File: src/rtl/pbit_pkg.sv
// rtl/pbit_pkg.sv - shared types, constants and saturating add for the p-bit clamp sequencer
package pbit_pkg;

    localparam int H_W_DEF = 8;

    typedef logic signed [H_W_DEF-1:0] h_word_t;

    localparam h_word_t H_MAX = {1'b0, {(H_W_DEF-1){1'b1}}};
    localparam h_word_t H_MIN = {1'b1, {(H_W_DEF-1){1'b0}}};

    typedef enum logic [1:0] {
        IDLE      = 2'd0,
        RAMP_UP   = 2'd1,
        HOLD      = 2'd2,
        RAMP_DOWN = 2'd3
    } clamp_state_t;

    // Widened add, then clip into the signed range of a w-bit word.
    function automatic int sat_add(input int a, input int b, input int w);
        int hi;
        int lo;
        int s;
        hi = (1 << (w - 1)) - 1;
        lo = -(1 << (w - 1));
        s  = a + b;
        if (s > hi) begin
            return hi;
        end
        if (s < lo) begin
            return lo;
        end
        return s;
    endfunction

endpackage

File: src/rtl/pbit_clamp_lane.sv
// rtl/pbit_clamp_lane.sv - combinational clamp of one bias word toward its target extreme
module pbit_clamp_lane
    import pbit_pkg::*;
#(
    parameter int H_W = 8
) (
    input  logic signed [H_W-1:0] i_h,
    input  logic                  i_pat,
    input  logic                  i_mask,
    input  logic        [H_W-2:0] i_s,
    input  clamp_state_t          i_state,
    output logic signed [H_W-1:0] o_h
);

    localparam logic signed [H_W-1:0] L_MAX = {1'b0, {(H_W-1){1'b1}}};
    localparam logic signed [H_W-1:0] L_MIN = {1'b1, {(H_W-1){1'b0}}};

    int w_delta;
    int w_sum;

    always_comb begin
        w_delta = i_pat ? -int'(i_s) : int'(i_s);
        w_sum   = sat_add(int'(i_h), w_delta, H_W);
        o_h     = i_h;
        if (i_mask) begin
            case (i_state)
                RAMP_UP, RAMP_DOWN: o_h = H_W'(w_sum);
                HOLD:               o_h = i_pat ? L_MIN : L_MAX;
                default:            o_h = i_h;
            endcase
        end
    end

endmodule

File: src/rtl/pbit_clamp_sequencer.sv
// rtl/pbit_clamp_sequencer.sv - ramp/hold/ramp clamp of a p-bit window toward a handshaked pattern
module pbit_clamp_sequencer
    import pbit_pkg::*;
#(
    parameter int N_PBITS    = 91,
    parameter int H_W        = 8,
    parameter int CLAMP_BASE = 45,
    parameter int N_CLAMP    = 8,
    parameter int HOLD_W     = 16,
    parameter int STEP_W     = 4
) (
    input  logic                     clk,
    input  logic                     rst_n,
    input  logic signed [H_W-1:0]    i_h [N_PBITS],
    input  logic        [N_CLAMP-1:0] i_pat,
    input  logic        [N_CLAMP-1:0] i_pat_mask,
    input  logic                     i_pat_valid,
    output logic                     o_pat_ready,
    input  logic        [HOLD_W-1:0] i_hold_cycles,
    input  logic        [STEP_W-1:0] i_ramp_step,
    input  logic                     i_abort,
    output logic signed [H_W-1:0]    o_h_clamped [N_PBITS],
    output logic                     o_busy,
    output logic                     o_done
);

    localparam int              S_W  = H_W - 1;
    localparam logic [S_W-1:0]  SMAX = '1;

    if (CLAMP_BASE + N_CLAMP > N_PBITS) begin : g_bad_cfg
        $error("clamp window exceeds p-bit vector");
    end

    clamp_state_t          r_state;
    logic [S_W-1:0]        r_s;
    logic [HOLD_W-1:0]     r_cnt;
    logic [HOLD_W-1:0]     r_hold;
    logic [STEP_W-1:0]     r_step;
    logic [N_CLAMP-1:0]    r_pat;
    logic [N_CLAMP-1:0]    r_mask;
    logic                  r_done;
    logic signed [H_W-1:0] r_h_clamped [N_PBITS];

    logic                  w_accept;
    logic [S_W-1:0]        w_s_next;
    logic [31:0]           w_up;
    logic signed [H_W-1:0] w_lane_h [N_CLAMP];
    logic signed [H_W-1:0] w_h_next [N_PBITS];

    assign w_accept = i_pat_valid && (r_state == IDLE) && !i_abort;

    // Lanes see the strength being written this cycle, so the first ramp
    // output already carries one step.
    always_comb begin
        w_s_next = r_s;
        w_up     = 32'(r_s) + 32'(r_step);
        case (r_state)
            RAMP_UP: begin
                if (r_step == '0 || w_up >= 32'(SMAX)) begin
                    w_s_next = SMAX;
                end else begin
                    w_s_next = S_W'(w_up);
                end
            end
            RAMP_DOWN: begin
                if (r_step == '0 || 32'(r_step) >= 32'(r_s)) begin
                    w_s_next = '0;
                end else begin
                    w_s_next = r_s - S_W'(r_step);
                end
            end
            default: w_s_next = r_s;
        endcase
    end

    for (genvar k = 0; k < N_CLAMP; k++) begin : g_lane
        pbit_clamp_lane #(
            .H_W (H_W)
        ) u_lane (
            .i_h     (i_h[CLAMP_BASE+k]),
            .i_pat   (r_pat[k]),
            .i_mask  (r_mask[k]),
            .i_s     (w_s_next),
            .i_state (r_state),
            .o_h     (w_lane_h[k])
        );
    end

    always_comb begin
        w_h_next = i_h;
        for (int k = 0; k < N_CLAMP; k++) begin
            w_h_next[CLAMP_BASE+k] = w_lane_h[k];
        end
    end

    always_ff @(posedge clk or negedge rst_n) begin
        if (!rst_n) begin
            for (int i = 0; i < N_PBITS; i++) begin
                r_h_clamped[i] <= '0;
            end
        end else begin
            r_h_clamped <= w_h_next;
        end
    end

    always_ff @(posedge clk or negedge rst_n) begin
        if (!rst_n) begin
            r_state <= IDLE;
            r_s     <= '0;
            r_cnt   <= '0;
            r_hold  <= '0;
            r_step  <= '0;
            r_pat   <= '0;
            r_mask  <= '0;
            r_done  <= 1'b0;
        end else begin
            r_done <= 1'b0;
            case (r_state)
                IDLE: begin
                    if (w_accept) begin
                        r_pat   <= i_pat;
                        r_mask  <= i_pat_mask;
                        r_hold  <= i_hold_cycles;
                        r_step  <= i_ramp_step;
                        r_s     <= '0;
                        r_cnt   <= '0;
                        r_state <= RAMP_UP;
                    end
                end
                RAMP_UP: begin
                    r_s   <= w_s_next;
                    r_cnt <= '0;
                    if (w_s_next == SMAX) begin
                        r_state <= HOLD;
                    end
                end
                HOLD: begin
                    if (r_cnt == r_hold) begin
                        r_state <= RAMP_DOWN;
                    end else begin
                        r_cnt <= r_cnt + HOLD_W'(1);
                    end
                end
                RAMP_DOWN: begin
                    r_s <= w_s_next;
                    if (w_s_next == '0) begin
                        r_state <= IDLE;
                        r_done  <= 1'b1;
                    end
                end
                default: r_state <= IDLE;
            endcase
            // Abort overrides every transition above, including completion.
            if (i_abort && r_state != IDLE) begin
                r_state <= IDLE;
                r_s     <= '0;
                r_cnt   <= '0;
                r_done  <= 1'b0;
            end
        end
    end

    assign o_h_clamped = r_h_clamped;
    assign o_pat_ready = (r_state == IDLE);
    assign o_busy      = (r_state != IDLE);
    assign o_done      = r_done;

endmodule

File: config.mk
export PLATFORM = sky130hd
export DESIGN_NAME = pbit_clamp_sequencer
export DESIGN_NICKNAME = d
export VERILOG_FILES = /design/src/rtl/pbit_pkg.sv /design/src/rtl/pbit_clamp_lane.sv /design/src/rtl/pbit_clamp_sequencer.sv
export SDC_FILE = /design/constraint.sdc
export NUM_CORES = 1
export LEC_CHECK = 0
export CAP_MARGIN = 30
export CORE_AREA = 2 2 586 588
export CTS_CLUSTER_SIZE = 10
export DETAILED_ROUTE_END_ITERATION = 10
export DIE_AREA = 0 0 588 590
export SETUP_SLACK_MARGIN = 0.1
export SYNTH_ARGS = -nofsm -noshare
export SYNTH_HDL_FRONTEND = slang
export SYNTH_SLANG_ARGS = --single-unit
File: constraint.sdc
create_clock -name clk -period 9.96 [get_ports clk]
set_clock_uncertainty 0.05 [all_clocks]
set_input_delay 1.992 -clock clk [delete_from_list [all_inputs] [get_ports clk]]
set_output_delay 1.992 -clock clk [all_outputs]
set_load 0.05 [all_outputs]
==> impl_metrics.toml <==
[status]
outcome = "finished clean"

[logic_synthesis]
synth_edf_count = 0
synth_cell_type_count = 85
ys_async_sr_fraction_pct = 100
yosysTopAreaCell = "dfrtp_1"
avgSynthCellArea_um2 = 12.2
synth_seq_cells = 790
yosys_warnings = 0
syn_area_um2 = 31000
syn_nets = 3433
syn_inst = 2534
yosys_most_used_dff = "dfrtp_1"
synth_seq_area_share_pct = 63.8
yosysTopAreaCellShare_pct = 63.8
synthTopCellsByArea = "dfrtp_1 (64%), ha_1 (4.9%), a21oi_1 (3.1%)"

[critical_path]
cp_common_cell = "ha_1"
crit_fanout = 10
slowest_stage = "o311ai_0"
cp-start-kind = "flop"
reg2reg_to = "o_h_clamped[352]"
reg2regPathDepth = 27
crit_required_ps = 10600
critical-path-top-delay-family = "simple AND/OR/NAND/NOR gates"
crit_buf_inv = 4
r2r_setup_slack_ps = 2260
crit_arrival_ps = 8340
worstSetupStartpoint = "r_step[0]"
endpoint_kind = "flop"
r2r-start = "r_step[0]"
crit_type = "reg2reg"
slowest_delay_ps = 760

[drt]
routed_wl_mm = 325
wl_met3_mm = 39.7
dr_total_vias = 28500
wl_per_cell_um = 36.8
met1Wirelength_mm = 96.4
vias_per_cell = 3.23
route.met2.wl_mm = 173
dr.pass1.iters = 5
top_layer = "met5"
drcViolationCount = 0
drtIter0Drc = 1782
antenna_left = 0

[sta]
relSlewSlack_pct = 24.4
fmax_mhz = 130
tns_ps = 0
grt_setup_unrepaired = "no"
slew_violations = 0
finalHoldViolCount = 0
setup_ws_ps = 2260
fin_crit_ps = 7700
worstMarginPinSlew_ps = 1130
fin_crit_sh_pct = 77.3
setup_violations = 0

[pwr]
seq_power_share_pct = 20.2
combPwrFrac_pct = 58.4
switchingPower_w = 0.00899
intPower_w = 0.0100
switching_share_pct = 47.3
clkPwrFrac_pct = 21.3
p_leak_nw = 22.5
p_per_area_nw_per_um2 = 334
peakVddDrop_mv = 0.219

[clock_tree]
cts-root-buf = "clkbuf_16"
clock_latency_ps = 830
cts_made_buffers = 113
path_clk_slew_ps = 60
clock_path_buffers = 4
ctsHoldBuffers = 0
post_cts_resize_count = 0
cts_tree = "yes"
clock-sinks = 790
htreeDepth = 3
post_cts_buffers = 0

[worst_hold_path]
min_path_type = "reg2reg"
holdPathStages = 1
hp-start = "r_mask[3]"
hold_end = "r_mask[3]"

[job]
drv_cap = 0

[cells_and_area]
area_delta_synth_final_pct = 84.0
fin_nets = 5044
layout_common_cells = "clkdlybuf4s50_1 (1490), dfrtp_1 (790), a21oi_1 (195)"
drive_gt1_share_pct = 8.32
final_common_cell = "clkdlybuf4s50_1"

[place]
pre_cts_ws_ps = 2280
port_buffers = 1498
hpwl_mm = 289
place_congestion = 0.931

[die]
dieHeight_um = 590
pin_count = 1499
initial_core_util_pct = 9.08
die_area_um2 = 347000
rows = 215
core-area_um2 = 341000
die_x_um = 588

[global_routing]
grt_pass1_wl_mm = 385
grt_pass1_vias = 27700
grt_overflow = 0
grt_antenna_before_repair = 298
grt_usage_pct = 18.1
grt_max_degree = 140
==> layout make-up <==
class                      count  area, um2
fill                       38000     284000
sequential                   790      19800
timing repair buffer        1589      17000
multi-input combinational   1579      10600
tap                         4557       5700
clock buffer                 153       3170
clock inverter                35        395
inverter                      72        270
antenna                       50        125
==> synthesized netlist by cell type (all sizes together) (18+ instances only) <==
| cell | instances |
|---|---|
| xnor2 | 103 |
| mux2 | 46 |
| nor2 | 169 |
| a21o | 55 |
| a21oi | 195 |
| nor2b | 42 |
| o21a | 27 |
| o211ai | 18 |
| or3 | 18 |
| a31oi | 19 |
| nand2 | 165 |
| nor3 | 41 |
| inv | 72 |
| dfrtp | 790 |
| and2 | 59 |
| clkbuf | 78 |
| o21ai | 141 |
| xor2 | 30 |
| nand3 | 44 |
| ha | 121 |
| nand2b | 32 |
| nand4 | 22 |
==> worst reg2reg max path, cell delays in order, from the launching register on <==
cell      delay [ps]
dfrtp_1          430
ha_1             240
fa_1             460
nand2b_1         130
a21oi_1          100
xnor2_1          140
nor4b_1          590
nor3b_1          220
o21ai_2          170
buf_4            280
inv_1             90
ha_1             190
buf_4            170
inv_1             50
or3_1            360
nor2_1           100
ha_1             550
mux2_2           380
ha_1             350
nand2_1          120
nand2b_1          90
o311ai_0         760
a21oi_1          190
or4_1            540
nor4b_1          300
a31o_2           270
nor2_1            70
nor3_1           220
==> metal layers <==
| layer | GRT usage (%) | vias to the layer above |
|---|---|---|
| met1 | 15.5 | 13900 |
| met2 | 34.5 | 1749 |
| met3 | 10.1 | 656 |
| li1 | - | 12100 |
| met4 | 6.63 | 54 |
| met5 | 0.629 | - |
==> kinds of logic after synthesis <==
| group | Yosys count | share of synthesized area [%] |
|---|---|---|
| AOI/OAI and AO/OA | 605 | 12.4 |
| xor gates and xnor gates | 133 | 3.76 |
| adders and majority gates | 131 | 5.53 |
| buffers and inverters | 165 | 2.13 |
| DFF | 790 | 63.8 |
| muxes | 55 | 1.97 |
| and+or+nand+nor | 655 | 10.4 |
==> flip-flops by register name, summed over array words and instances, names as in the netlist <==
register	cells
o_h_clamped	728
r_step	4
r_pat	8
o_done	1
r_mask	8
r_state	2
r_s	7
r_cnt	16
r_hold	16
==> how the worst max path moves through the flow <==
| stage | cells after the start | endpoint |
|---|---|---|
| 2_1_floorplan | 26 | o_h_clamped[352] |
| 3_3_place_gp | 27 | o_h_clamped[334] |
| 3_5_place_dp | 27 | o_h_clamped[352] |
| 4_1_cts | 27 | o_h_clamped[352] |
| 5_1_grt | 26 | o_h_clamped[349] |
| 6_report | 27 | o_h_clamped[352] |
==> per-stage QoR <==
step                hold slack (ps)  utilization [%]  instances  cell area [um2]  total power, W
floorplan                       421                -       2534            31000          0.0112
global placement                434             15.1       8524            51600          0.0150
detailed placement              438             15.4       8554            52400          0.0150
CTS                             449             16.4       8742            56000          0.0192
global route                    461             16.7       8809            57000          0.0203
finish                          447             16.7       8825            57000          0.0190
==> power by group through the flow <==
stage          clock (W)  sequential [W]  combinational [W]
4_1_cts          0.00424         0.00386             0.0111
2_1_floorplan          0         0.00476            0.00639
6_report         0.00406         0.00385             0.0111
5_1_grt          0.00433         0.00389             0.0121
3_3_place_gp           0         0.00391             0.0111
3_5_place_dp           0         0.00390             0.0111
Note: power is estimated with default switching activity, not from simulation.
